==> config.mk <==
export PLATFORM = sky130hd
export DESIGN_NAME = jkff_bank_seq
export DESIGN_NICKNAME = d
export VERILOG_FILES = /design/src/rtl/jkff_bank_seq.sv
export SDC_FILE = /design/constraint.sdc
export NUM_CORES = 1
export LEC_CHECK = 0
export ABC_CLOCK_PERIOD_IN_PS = 2150
export BUFFER_PORTS_ARGS = -buffer_cell sky130_fd_sc_hd__buf_2
export CAP_MARGIN = 20
export CORE_MARGIN = 2
export CORE_UTILIZATION = 32
export CTS_BUF_LIST = sky130_fd_sc_hd__clkbuf_8 sky130_fd_sc_hd__clkbuf_16
export CTS_CLUSTER_DIAMETER = 150
export CTS_CLUSTER_SIZE = 28
export DETAILED_ROUTE_END_ITERATION = 8
export SLEW_MARGIN = 20
export SYNTH_ARGS = -nofsm -noshare
export SYNTH_HDL_FRONTEND = slang
export SYNTH_SLANG_ARGS = --single-unit
==> constraint.sdc <==
create_clock -name CLK -period 2.15 [get_ports CLK]
set_clock_uncertainty 0.2 [all_clocks]
set_input_delay 0 -clock CLK [delete_from_list [all_inputs] [get_ports CLK]]
set_output_delay 0 -clock CLK [all_outputs]
set_load 0.03 [all_outputs]
==> src/rtl/jkff_bank_seq.sv <==
// Sequencer for a shared-clock JK flop bank: masked clear/set/load/toggle/async commands over valid/ready.
// Latency: steps+1 cycles to done; define JKSEQ_VERIFY_EN to add a CHECK cycle comparing Q (steps+2).
// Backpressure: cmd_ready only in IDLE and outside reset; cmd_valid while busy is ignored, nothing is queued.
module jkff_bank_seq #(
    parameter int WIDTH = 8,
    parameter int CNT_W = 8
) (
    input  logic             CLK,
    input  logic             RST,
    input  logic             cmd_valid,
    output logic             cmd_ready,
    input  logic [2:0]       cmd_op,
    input  logic [WIDTH-1:0] cmd_mask,
    input  logic [WIDTH-1:0] cmd_data,
    input  logic [CNT_W-1:0] cmd_count,
    input  logic [WIDTH-1:0] Q,
    output logic [WIDTH-1:0] J,
    output logic [WIDTH-1:0] K,
    output logic             ff_rst_n,
    output logic             ff_set,
    output logic             busy,
    output logic             done,
    output logic             err
);
    localparam logic [2:0] OP_NOP    = 3'd0;
    localparam logic [2:0] OP_CLEAR  = 3'd1;
    localparam logic [2:0] OP_SET    = 3'd2;
    localparam logic [2:0] OP_TOGGLE = 3'd3;
    localparam logic [2:0] OP_LOAD   = 3'd4;
    localparam logic [2:0] OP_ACLR   = 3'd5;
    localparam logic [2:0] OP_ASET   = 3'd6;
    localparam logic [2:0] OP_RSV    = 3'd7;

    typedef enum logic [1:0] {IDLE, DRIVE, CHECK} state_t;

    state_t           state_q, state_d;
    logic [WIDTH-1:0] j_q, j_d, k_q, k_d;
    logic [CNT_W-1:0] cnt_q, cnt_d, steps;
    logic             ff_rst_n_q, ff_rst_n_d;
    logic             ff_set_q, ff_set_d;
    logic             busy_q, busy_d;
    logic             done_q, done_d;
    logic             err_q, err_d;

`ifdef JKSEQ_VERIFY_EN
    logic [WIDTH-1:0] exp_q, exp_d, exp_c;
    logic             rsv_q, rsv_d;

    // Expected bank value after the command, derived from the Q snapshot at accept.
    always_comb begin
        exp_c = Q;
        case (cmd_op)
            OP_CLEAR:  exp_c = Q & ~cmd_mask;
            OP_SET:    exp_c = Q | cmd_mask;
            OP_TOGGLE: exp_c = cmd_count[0] ? (Q ^ cmd_mask) : Q;
            OP_LOAD:   exp_c = (Q & ~cmd_mask) | (cmd_data & cmd_mask);
            OP_ACLR:   exp_c = '0;
            OP_ASET:   exp_c = '1;
            default:   exp_c = Q;
        endcase
    end
`else
    logic q_unused;
    assign q_unused = ^Q;
`endif

    always_comb begin
        state_d    = state_q;
        j_d        = j_q;
        k_d        = k_q;
        cnt_d      = cnt_q;
        ff_rst_n_d = 1'b1;
        ff_set_d   = 1'b0;
        done_d     = 1'b0;
        err_d      = 1'b0;
        steps      = '0;
`ifdef JKSEQ_VERIFY_EN
        exp_d      = exp_q;
        rsv_d      = rsv_q;
`endif
        case (state_q)
            IDLE: begin
                if (cmd_valid) begin
                    j_d = '0;
                    k_d = '0;
`ifdef JKSEQ_VERIFY_EN
                    exp_d = exp_c;
                    rsv_d = (cmd_op == OP_RSV);
`endif
                    case (cmd_op)
                        OP_CLEAR: begin
                            k_d   = cmd_mask;
                            steps = CNT_W'(1);
                        end
                        OP_SET: begin
                            j_d   = cmd_mask;
                            steps = CNT_W'(1);
                        end
                        OP_TOGGLE: begin
                            j_d   = cmd_mask;
                            k_d   = cmd_mask;
                            steps = cmd_count;
                        end
                        OP_LOAD: begin
                            j_d   = cmd_data & cmd_mask;
                            k_d   = ~cmd_data & cmd_mask;
                            steps = CNT_W'(1);
                        end
                        OP_ACLR: begin
                            ff_rst_n_d = 1'b0;
                            steps      = CNT_W'(1);
                        end
                        OP_ASET: begin
                            ff_set_d = 1'b1;
                            steps    = CNT_W'(1);
                        end
                        OP_NOP, OP_RSV: steps = '0;
                        default:        steps = '0;
                    endcase
                    if (steps != '0) begin
                        state_d = DRIVE;
                        cnt_d   = steps;
                    end else begin
                        // Zero-step commands never touch the bank.
                        j_d = '0;
                        k_d = '0;
`ifdef JKSEQ_VERIFY_EN
                        state_d = CHECK;
`else
                        done_d = 1'b1;
                        err_d  = (cmd_op == OP_RSV);
`endif
                    end
                end
            end
            DRIVE: begin
                if (cnt_q <= CNT_W'(1)) begin
                    j_d = '0;
                    k_d = '0;
`ifdef JKSEQ_VERIFY_EN
                    state_d = CHECK;
`else
                    state_d = IDLE;
                    done_d  = 1'b1;
`endif
                end else begin
                    cnt_d = cnt_q - CNT_W'(1);
                end
            end
            CHECK: begin
                state_d = IDLE;
`ifdef JKSEQ_VERIFY_EN
                done_d  = 1'b1;
                err_d   = rsv_q || (Q != exp_q);
`endif
            end
            default: state_d = IDLE;
        endcase
        busy_d = (state_d != IDLE);
    end

    always_ff @(posedge CLK or posedge RST) begin
        if (RST) begin
            state_q    <= IDLE;
            j_q        <= '0;
            k_q        <= '0;
            cnt_q      <= '0;
            ff_rst_n_q <= 1'b0;
            ff_set_q   <= 1'b0;
            busy_q     <= 1'b0;
            done_q     <= 1'b0;
            err_q      <= 1'b0;
`ifdef JKSEQ_VERIFY_EN
            exp_q      <= '0;
            rsv_q      <= 1'b0;
`endif
        end else begin
            state_q    <= state_d;
            j_q        <= j_d;
            k_q        <= k_d;
            cnt_q      <= cnt_d;
            ff_rst_n_q <= ff_rst_n_d;
            ff_set_q   <= ff_set_d;
            busy_q     <= busy_d;
            done_q     <= done_d;
            err_q      <= err_d;
`ifdef JKSEQ_VERIFY_EN
            exp_q      <= exp_d;
            rsv_q      <= rsv_d;
`endif
        end
    end

    assign cmd_ready = (state_q == IDLE) && !RST;
    assign J         = j_q;
    assign K         = k_q;
    assign ff_rst_n  = ff_rst_n_q;
    assign ff_set    = ff_set_q;
    assign busy      = busy_q;
    assign done      = done_q;
    assign err       = err_q;

endmodule

==> flow_metrics.tcl <==
set metrics [dict create \
    clockBufferDepth 2 \
    area_delta_synth_final_pct 59.6 \
    wirelength_mm 5.26 \
    post-route-min-period_ps 2200 \
    required_ps 2150 \
    die_area_sq_um 5900 \
    clock-sinks 31 \
    failed_checks "setup timing" \
    avgSynthCellArea_sq_um 9.12 \
    power_mw 2.46 \
    htree_levels 2 \
    ys_seq_area_frac 0.457 \
    viasPerCell 5.01 \
    arrival_ps 2200 \
    critPathLaunchType "flip-flop" \
    crit_type "flip-flop to flip-flop" \
    tns_ps -46.2 \
    grt_max_degree 24 \
    wl_per_cell_microns 14.8 \
    syn_inst 186 \
    fmax_mhz 455 \
    netlist_area_sq_um 1700 \
    clockRootBuffer "clkbuf_8" \
    maxSlewViolCount 0 \
    grt.total_usage 0.182 \
    ir_drop_v 0.000449 \
    finalHoldWorstSlack_ps 65.2 \
    dp_hpwl_mm 3.32 \
    die_h_microns 76.8 \
    firstDrtPassIters 4 \
    netlist-cell-type-count 44 \
    grt_first_pass_wirelength_mm 8.48 \
    post-route-util 0.530 \
    ys_async_sr_fraction 1.00 \
    drive_above_1_share 0.406 \
    crit_start "cnt_q[5]$_DFFE_PP0P_" \
    drt_iter0_drc 77 \
    diodes 0 \
    min_path_type "input port to asynchronous set/reset pin" \
    ys_seq_elements 31 \
    postRouteAntennaNets 0 \
    antenna_found_initial 0 \
    finalHoldViolations 0 \
    pwr_density_cell_nw_per_um2 907 \
    worstMarginPinSlew_ps 677 \
    fin_ws_ps -46.2 \
    numPortBuffers 51 \
    status "finished, violations left" \
    setup_viol 1 \
    end_kind "flip-flop" \
    maxCapViolCount 0 \
    rows 26 \
    reg2reg_from "cnt_q[5]$_DFFE_PP0P_" \
    grt-ovfl-total 0 \
    rsz0062_at_grt "true" \
    drc 0 \
    nets 325 \
    place_congestion 0.851 \
    coreArea_sq_um 5110 \
    nFillCells 476 \
    yosys_warnings 0 \
    syn_nets 226 \
    clkSlewWorstSetupHoldPaths_ps 70 \
    cts_tree "done" \
    power.leakage_nw 1.23 \
    grt_pass1_vias 1769 \
    num_io_pins 60 \
    die_w_microns 76.8 \
    via_count 1783 \
    start_util 0.332 \
    clk_latency_ps 280 \
    path_max_fanout 8 \
    relSlewSlack 0.548 \
    finalCritPeriodShare 1.02 \
    synthFlopType "dfrtp_1" \
    synth-edff-count 0 \
    cts_buffers 5 \
]
[final timing paths]
kind	to	cells after the start	slack, ps
max reg2reg	K[7]$_DFFE_PP0P_	6	-50
min in group CLK	K[4]$_DFFE_PP0P_	2	280
min reg2reg	K[4]$_DFFE_PP0P_	2	280
max in group asynchronous	cnt_q[0]$_DFFE_PP0P_	4	1040
max	K[7]$_DFFE_PP0P_	6	-50
min	ff_rst_n$_DFF_PP0_	3	70
[kinds of logic after synthesis]
kind of cell | count (synthesis) | share of synthesized area
AOI/OAI and AO/OA | 64 | 0.246
buffers and inverters | 16 | 0.0553
and+or+nand+nor | 69 | 0.209
DFF | 31 | 0.457
adders and majority gates | 2 | 0.0147
xor gates and xnor gates | 3 | 0.0155
other | 1 | 0.00221
[sequential cells by signal, indices dropped and copies added (netlist names)]
| signal | count |
|---|---|
| ff_rst_n | 1 |
| J | 8 |
| done | 1 |
| K | 8 |
| busy | 1 |
| err | 1 |
| cnt_q | 8 |
| state_q | 2 |
| ff_set | 1 |
[metal layers]
layer  GRT usage  share of wire  up-vias
met5           0              0        -
met4      0.0909          0.026        0
met3      0.0341          0.038       12
met2       0.292           0.49       40
met1       0.234           0.44      874
li1            -              -      857
[cell usage after synthesis (2+ instances only)]
library cell	n	area, sq um
o21a_1	8	60.1
nor2b_1	3	18.8
nor2_1	13	48.8
o31ai_1	2	15.0
nand3_1	10	50.1
buf_1	3	11.3
nor4_1	3	18.8
and2_1	2	12.5
dfrtp_1	31	776
ha_1	2	25.0
clkbuf_1	2	7.51
inv_2	2	7.51
a21oi_1	14	70.1
inv_1	4	15.0
a22oi_1	3	22.5
buf_6	2	22.5
nand2b_1	3	18.8
buf_2	2	10.0
xor2_1	2	17.5
nor3_1	6	30.0
a32oi_1	2	17.5
o21ai_1	11	55.1
o21ai_2	6	52.6
o21ai_0	10	50.1
nand2_1	21	78.8
[per-stage QoR]
step | setup WS [ps] | cells | instance area, sq um
CTS | 15.2 | 354 | 2570
finish | -46.2 | 356 | 2710
global placement | 27.7 | 311 | 2080
detailed placement | -18.8 | 311 | 2080
global route | -102 | 356 | 2710
floorplan | 2.35 | 186 | 1700
[power by group]
| group | leakage, nW | internal [mW] | switching, mW |
|---|---|---|---|
| Clock | 0.0612 | 0.375 | 0.226 |
| Sequential | 0.411 | 0.690 | 0.0731 |
| Combinational | 0.761 | 0.471 | 0.620 |
| Total | 1.23 | 1.54 | 0.919 |
[timing repair]
item	CTS	global route
pin swaps	2	25
hold buffers	31	0
endpoints found under the setup margin	12	24
gates cloned	1	0
gates resized for setup	7	29
setup buffers	3	3
hold endpoints to repair	58	0
[layout by cell type (no fill, tap or decap), types with 2 or more instances in the layout]
master | netlist | layout
a21oi_1 | 14 | 14
a22oi_1 | 3 | 3
a32oi_1 | 2 | 2
and2_1 | 2 | 2
buf_2 | 2 | 51
buf_4 | 0 | 18
clkbuf_8 | 0 | 6
dfrtp_1 | 31 | 31
dlygate4sd3_1 | 0 | 31
ha_2 | 0 | 2
inv_1 | 4 | 4
inv_2 | 2 | 2
nand2_1 | 21 | 21
nand2b_1 | 3 | 3
nand3_1 | 10 | 2
nand3_2 | 0 | 5
nand3_4 | 0 | 3
nor2_1 | 13 | 12
nor2b_1 | 3 | 3
nor3_1 | 6 | 5
nor4_1 | 3 | 3
o21a_1 | 8 | 8
o21ai_0 | 10 | 4
o21ai_1 | 11 | 11
o21ai_2 | 6 | 12
o31ai_4 | 0 | 2
xor2_1 | 2 | 2
[critical path, cell delays in order, from the launching register on]
cell and delay (ps):
dfrtp_1 370, or4_4 560, nor4_4 220, buf_4 190, o21ba_4 270, nand3_2 130
o21ai_1 190
[cell type report]
class	count	area [sq um]	share of cell area
Multi-Input combinational cell	140	988	0.365
Clock inverter	2	35.0	0.0129
Tap cell	70	87.6	0.0323
Clock buffer	6	82.6	0.0305
Inverter	6	22.5	0.00832
Sequential cell	31	776	0.287
Timing Repair Buffer	101	716	0.264
Power figures use the tool's default switching activity.
